### src/rtl/memory_arbiter_pkg.sv
// Shared types and constants for the memory_arbiter slice.
// Holds the FSM state enum and the round-robin pointer helper.
package memory_arbiter_pkg;

    typedef enum logic [1:0] {
        IDLE    = 2'd0,
        BUSY    = 2'd1,
        RELEASE = 2'd2
    } arb_state_t;

    localparam int unsigned HOST_MASTER = 0;
    localparam int unsigned MAX_MASTERS = 8;
    localparam int unsigned PTR_WIDTH   = $clog2(MAX_MASTERS);

    // Pointer moves one past the winner; masters 1..num_masters-1 form the ring.
    function automatic logic [PTR_WIDTH-1:0] next_rr_ptr(
        input logic [PTR_WIDTH-1:0] winner,
        input int unsigned          num_masters
    );
        int unsigned nxt;
        nxt = 32'(winner) + 32'd1;
        return (nxt >= num_masters) ? PTR_WIDTH'(1) : PTR_WIDTH'(nxt);
    endfunction

endpackage

### src/rtl/memory_arbiter_rr_picker.sv
// arbiter_rr_picker: combinational winner selection for memory_arbiter.
// Host master has fixed priority; the rest are searched round-robin from rr_ptr.
module arbiter_rr_picker
    import memory_arbiter_pkg::*;
#(
    parameter int unsigned NUM_MASTERS = 3
) (
    input  logic [NUM_MASTERS-1:0] req,
    input  logic [PTR_WIDTH-1:0]   rr_ptr,
    output logic [NUM_MASTERS-1:0] grant,
    output logic [PTR_WIDTH-1:0]   winner_idx
);

    logic        found;
    int unsigned slot;

    always_comb begin
        grant      = '0;
        winner_idx = '0;
        found      = 1'b0;
        slot       = 0;
        if (req[HOST_MASTER]) begin
            grant[HOST_MASTER] = 1'b1;
            found              = 1'b1;
        end
        // Ring of non-host masters wraps from NUM_MASTERS-1 back to index 1.
        for (int unsigned k = 0; k < NUM_MASTERS - 1; k++) begin
            slot = 32'(rr_ptr) + k;
            if (slot >= NUM_MASTERS) begin
                slot = slot - (NUM_MASTERS - 1);
            end
            for (int unsigned j = 1; j < NUM_MASTERS; j++) begin
                if (!found && (slot == j) && req[j]) begin
                    grant[j]   = 1'b1;
                    winner_idx = PTR_WIDTH'(j);
                    found      = 1'b1;
                end
            end
        end
    end

endmodule

### src/rtl/memory_arbiter.sv
// memory_arbiter: Wishbone-classic arbiter sharing one slave, one locked transaction per grant.
// Define ARBITER_TIMEOUT_EN to abort a BUSY transaction after TIMEOUT_CYCLES without s_ack_i.
module memory_arbiter
    import memory_arbiter_pkg::*;
#(
    parameter int unsigned NUM_MASTERS    = 3,
    parameter int unsigned ADDR_WIDTH     = 32,
    parameter int unsigned DATA_WIDTH     = 32,
    parameter int unsigned TIMEOUT_CYCLES = 255
) (
    input  logic                              clk,
    input  logic                              rst_n,
    input  logic [NUM_MASTERS-1:0]            m_cyc_i,
    input  logic [NUM_MASTERS-1:0]            m_stb_i,
    input  logic [NUM_MASTERS-1:0]            m_we_i,
    input  logic [NUM_MASTERS*ADDR_WIDTH-1:0] m_addr_i,
    input  logic [NUM_MASTERS*DATA_WIDTH-1:0] m_data_i,
    output logic [DATA_WIDTH-1:0]             m_data_o,
    output logic [NUM_MASTERS-1:0]            m_ack_o,
    output logic [NUM_MASTERS-1:0]            m_err_o,
    output logic                              s_cyc_o,
    output logic                              s_stb_o,
    output logic                              s_we_o,
    output logic [ADDR_WIDTH-1:0]             s_addr_o,
    output logic [DATA_WIDTH-1:0]             s_data_o,
    input  logic [DATA_WIDTH-1:0]             s_data_i,
    input  logic                              s_ack_i,
    output logic [NUM_MASTERS-1:0]            grant_o,
    output logic                              busy_o
);

    arb_state_t             state_q, state_d;
    logic [NUM_MASTERS-1:0] grant_q, grant_d;
    logic [PTR_WIDTH-1:0]   rr_ptr_q, rr_ptr_d;
    logic [NUM_MASTERS-1:0] req;
    logic [NUM_MASTERS-1:0] pick_grant;
    logic [PTR_WIDTH-1:0]   pick_idx;
    logic                   in_busy;
    logic                   owner_cyc;
    logic                   timeout_hit;

`ifdef ARBITER_TIMEOUT_EN
    localparam int unsigned CNT_WIDTH = $clog2(TIMEOUT_CYCLES + 1);
    logic [CNT_WIDTH-1:0] cnt_q, cnt_d;

    assign timeout_hit = in_busy && (cnt_q == CNT_WIDTH'(TIMEOUT_CYCLES)) && !s_ack_i;
`else
    assign timeout_hit = 1'b0;
`endif

    assign req       = m_cyc_i & m_stb_i;
    assign in_busy   = (state_q == BUSY);
    assign owner_cyc = |(m_cyc_i & grant_q);
    assign m_data_o  = s_data_i;

    arbiter_rr_picker #(
        .NUM_MASTERS(NUM_MASTERS)
    ) u_picker (
        .req       (req),
        .rr_ptr    (rr_ptr_q),
        .grant     (pick_grant),
        .winner_idx(pick_idx)
    );

    always_ff @(posedge clk) begin
        if (!rst_n) begin
            state_q  <= IDLE;
            grant_q  <= '0;
            rr_ptr_q <= PTR_WIDTH'(1);
`ifdef ARBITER_TIMEOUT_EN
            cnt_q    <= '0;
`endif
        end else begin
            state_q  <= state_d;
            grant_q  <= grant_d;
            rr_ptr_q <= rr_ptr_d;
`ifdef ARBITER_TIMEOUT_EN
            cnt_q    <= cnt_d;
`endif
        end
    end

    always_comb begin
        state_d  = state_q;
        grant_d  = grant_q;
        rr_ptr_d = rr_ptr_q;
`ifdef ARBITER_TIMEOUT_EN
        cnt_d    = cnt_q;
`endif
        unique case (state_q)
            IDLE: begin
                if (|req) begin
                    state_d = BUSY;
                    grant_d = pick_grant;
                    // Host grants leave the ring position untouched.
                    if (!pick_grant[HOST_MASTER]) begin
                        rr_ptr_d = next_rr_ptr(pick_idx, NUM_MASTERS);
                    end
`ifdef ARBITER_TIMEOUT_EN
                    cnt_d = '0;
`endif
                end
            end
            BUSY: begin
                if (s_ack_i || !owner_cyc || timeout_hit) begin
                    state_d = RELEASE;
                end
`ifdef ARBITER_TIMEOUT_EN
                cnt_d = cnt_q + 1'b1;
`endif
            end
            RELEASE: begin
                state_d = IDLE;
                grant_d = '0;
            end
            default: begin
                state_d = IDLE;
                grant_d = '0;
            end
        endcase
    end

    always_comb begin
        s_cyc_o  = 1'b0;
        s_stb_o  = 1'b0;
        s_we_o   = 1'b0;
        s_addr_o = '0;
        s_data_o = '0;
        for (int unsigned i = 0; i < NUM_MASTERS; i++) begin
            if (in_busy && grant_q[i]) begin
                s_cyc_o  = m_cyc_i[i];
                s_stb_o  = m_stb_i[i];
                s_we_o   = m_we_i[i];
                s_addr_o = m_addr_i[i*ADDR_WIDTH +: ADDR_WIDTH];
                s_data_o = m_data_i[i*DATA_WIDTH +: DATA_WIDTH];
            end
        end
        m_ack_o = (in_busy && s_ack_i) ? grant_q : '0;
        m_err_o = timeout_hit ? grant_q : '0;
        grant_o = grant_q;
        busy_o  = (state_q != IDLE);
    end

endmodule
### config.mk
export PLATFORM = sky130hd
export DESIGN_NAME = memory_arbiter
export DESIGN_NICKNAME = d
export VERILOG_FILES = /design/src/rtl/memory_arbiter_pkg.sv /design/src/rtl/memory_arbiter_rr_picker.sv /design/src/rtl/memory_arbiter.sv
export SDC_FILE = /design/constraint.sdc
export NUM_CORES = 1
export LEC_CHECK = 0
export CAP_MARGIN = 10
export CORE_AREA = 10 10 125 127
export CTS_CLUSTER_DIAMETER = 150
export CTS_CLUSTER_SIZE = 8
export DETAILED_ROUTE_END_ITERATION = 10
export DIE_AREA = 0 0 135 137
export DONT_BUFFER_PORTS = 1
export PLACE_DENSITY_LB_ADDON = 0.25
export SETUP_SLACK_MARGIN = 0.3
export SLEW_MARGIN = 20
export SYNTH_ARGS = -nofsm -noshare
export SYNTH_HDL_FRONTEND = slang
export SYNTH_SLANG_ARGS = --single-unit
### constraint.sdc
create_clock -name clk -period 3 [get_ports clk]
set_clock_uncertainty 0.2 [all_clocks]
set_input_delay 0.6 -clock clk [delete_from_list [all_inputs] [get_ports clk]]
set_output_delay 0.6 -clock clk [all_outputs]
set_load 0.02 [all_outputs]
==> results.py <==
metrics = {
    "outcome": {
        "outcome": "finished, final reports clean",
    },
    "critical_path": {
        "crit_arrival_ns": 1.85,
        "ff2ff_setup_slack_ns": 0.38,
        "path_class": "flip-flop to primary output",
        "r2r_cells": 8,
        "cp_max_fo": 45,
        "crit_path_start": "state_q[1]",
        "start_kind": "flip-flop",
        "r2r_end": "rr_ptr_q[0]",
        "endpoint_kind": "primary output",
        "crit_end": "s_data_o[19]",
        "required_ns": 2.20,
        "reg2reg_from": "rr_ptr_q[1]",
    },
    "layout": {
        "area.growth.synth_to_final_pct": 23.6,
        "final_common_cell": "nand2_1",
        "layout_common_cells": "74 x nand2_1, 67 x a22oi_1, 65 x buf_4",
        "drive_above_1_share_pct": 25.9,
        "final_cells": 531,
        "final_nets": 597,
        "insertedDiodeCount": 0,
    },
    "sta": {
        "finalHoldViolCount": 0,
        "post-route-min-period_ns": 2.65,
        "fin_setup_tns_ns": 0,
        "slew_headroom_pct": 55.7,
        "timing.final.crit_share_pct": 88.4,
        "worst_pin_slew_ns": 0.659,
        "drv_slew": 0,
        "finalSetupViolations": 0,
        "fmax_ghz": 0.377,
        "rsz0062_at_grt": "true",
    },
    "clock_tree": {
        "numCtsBuffers": 3,
        "cts_tree": "yes",
        "clkLatencyLatePin_ns": 0.23,
        "htree_num_levels": 1,
        "cts_buffer_depth": 2,
        "tritoncts_num_sinks": 8,
        "clk_pin_slew_worst_paths_ns": 0.04,
        "cts-root-buf": "clkbuf_16",
    },
    "power": {
        "power_frac_seq_pct": 23.3,
        "leakagePower_nw": 0.886,
        "power_density_nw_per_um2": 204,
        "peakVddDrop_v": 0.000285,
        "clkPwrFrac_pct": 42.4,
        "fin_total_pwr_uw": 537,
        "power_switching_uw": 172,
        "intPower_uw": 365,
        "switching_share_pct": 32.0,
        "combPwrFrac_pct": 34.3,
    },
    "global_route": {
        "met2_usage_pct": 21.2,
        "grt_first_pass_wirelength_mm": 16.2,
        "grt_usage_pct": 11.0,
        "grt_use_met1_pct": 10.4,
        "use_met3_pct": 4.88,
        "grt_overflow": 0,
        "grt_pass1_vias": 2530,
        "antenna_found_initial": 0,
        "busiest_layer": "met2",
        "grt_start_max_net_pins": 80,
    },
    "floorplan": {
        "die_area_um2": 18500,
        "start_util_pct": 16.3,
        "dieHeight_um": 137,
        "coreArea_um2": 13100,
        "die_x_um": 135,
        "io_pins": 345,
        "rows": 42,
    },
    "placement": {
        "globalplace.congestion": 0.870,
        "io_buffers": 0,
        "dp_cells": 525,
        "hpwlAfterDp_mm": 10.6,
    },
    "yosys": {
        "synthCells": 346,
        "async_flop_share_pct": 0,
        "ys.flop_type": "dfxtp_1",
        "avgSynthCellArea_um2": 6.15,
        "syn_area_um2": 2130,
        "ys_warn_count": 0,
        "yosysSeqAreaShare_pct": 7.52,
        "synth_edf_count": 0,
        "ys_types": 38,
        "ys_ff_latch": 8,
    },
    "drt": {
        "dr.pass1.iters": 5,
        "wl_per_cell_um": 23.0,
        "route.vias.total": 2691,
        "initialDrtViolationCount": 150,
        "ant_nets": 0,
        "drc_errors": 0,
        "viasPerCell": 5.07,
        "routed_wl_mm": 12.2,
    },
    "worst_hold_path": {
        "min_path_type": "input port to flip-flop",
    },
    "job": {
        "maxCapViolations": 0,
    },
}
## Yosys cell counts, types with 2 or more instances
| cell | instances | area (um^2) |
|---|---|---|
| nor3_1 | 2 | 10.0 |
| a22oi_1 | 68 | 510 |
| ha_1 | 4 | 50.1 |
| nand3b_1 | 2 | 15.0 |
| and2_1 | 3 | 18.8 |
| nand2_1 | 74 | 278 |
| nor4_1 | 3 | 18.8 |
| o2111ai_1 | 2 | 17.5 |
| o21ai_0 | 62 | 310 |
| nor2_1 | 6 | 22.5 |
| a21oi_1 | 3 | 15.0 |
| inv_1 | 6 | 22.5 |
| nand2b_1 | 2 | 12.5 |
| clkbuf_1 | 10 | 37.5 |
| and3_1 | 3 | 18.8 |
| o21a_1 | 3 | 22.5 |
| buf_2 | 16 | 80.1 |
| buf_6 | 2 | 22.5 |
| buf_4 | 39 | 293 |
| a31oi_1 | 2 | 12.5 |
| dfxtp_1 | 8 | 160 |
| o21ai_1 | 10 | 50.1 |
## worst max-delay path, stage by stage, from the launching register on
cell     delay [ns]
dfxtp_1        0.35
and2b_2        0.25
and3b_2        0.25
buf_12         0.18
a22oi_1        0.29
o21ai_0        0.11
buf_4          0.17
## registers in the layout, indices dropped and copies added, names as in the netlist
register	cells
state_q	2
rr_ptr_q	3
grant_o	3
## cell families (layout without fill, tap and decap cells)
logic type | after synthesis | count (layout) | synth area share (%)
DFF | 8 | 8 | 7.52
and+or+nand+nor | 105 | 105 | 22.1
AOI/OAI and AO/OA | 155 | 155 | 46.4
adders and majority gates | 4 | 4 | 2.35
other | 1 | 3 | 0.176
buffers and inverters | 73 | 80 | 21.4
## power groups by stage
stage,registers (mW),clock network [mW],logic (mW)
after detailed placement,0.126,0,0.171
final,0.125,0.228,0.184
after CTS,0.125,0.229,0.175
after global placement,0.126,0,0.169
after floorplan,0.122,0,0.190
after global routing,0.126,0.234,0.204
## worst min-delay path by stage
stage                     start          end  cells after the start  slack [ns]
finish                    rst_n   state_q[1]                      2        0.28
global route              rst_n  rr_ptr_q[2]                      2        0.29
CTS                       rst_n   state_q[1]                      2        0.28
detailed placement  rr_ptr_q[2]  rr_ptr_q[2]                      2        0.35
global placement    rr_ptr_q[2]  rr_ptr_q[2]                      2        0.34
floorplan            state_q[1]  rr_ptr_q[2]                      2        0.32
## through the flow
step / util [%] / worst slack (ns) / hold slack [ns] / area (um^2)
3_3_place_gp: 18.9 / 0.285 / 0.341 / 2480
4_1_cts: 19.7 / 0.299 / 0.278 / 2570
2_1_floorplan: - / 0.454 / 0.320 / 2140
6_report: 20.1 / 0.347 / 0.278 / 2630
5_1_grt: 20.1 / 0.264 / 0.286 / 2630
3_5_place_dp: 18.9 / 0.199 / 0.349 / 2480
## routing by layer
layer | up-vias | wire (um)
met3 | 18 | 1740
met2 | 220 | 6390
li1 | 1246 | -
met1 | 1207 | 3860
met5 | - | 0
met4 | 0 | 228
## timing repair
item                       in CTS  in global routing
pin swaps                       0                  2
buffers inserted                0                  3
setup endpoints to repair      69                 49
hold buffers                    0                  0
gates resized for setup        10                  9
## final cells by class
type,count,area [um^2]
sequential,8,169
multi-input combinational,267,1550
clock buffer,3,75.1
tap,176,220
fill,1483,10500
timing repair buffer,71,589
inverter,6,22.5
Note: power is estimated with default switching activity, not from simulation.
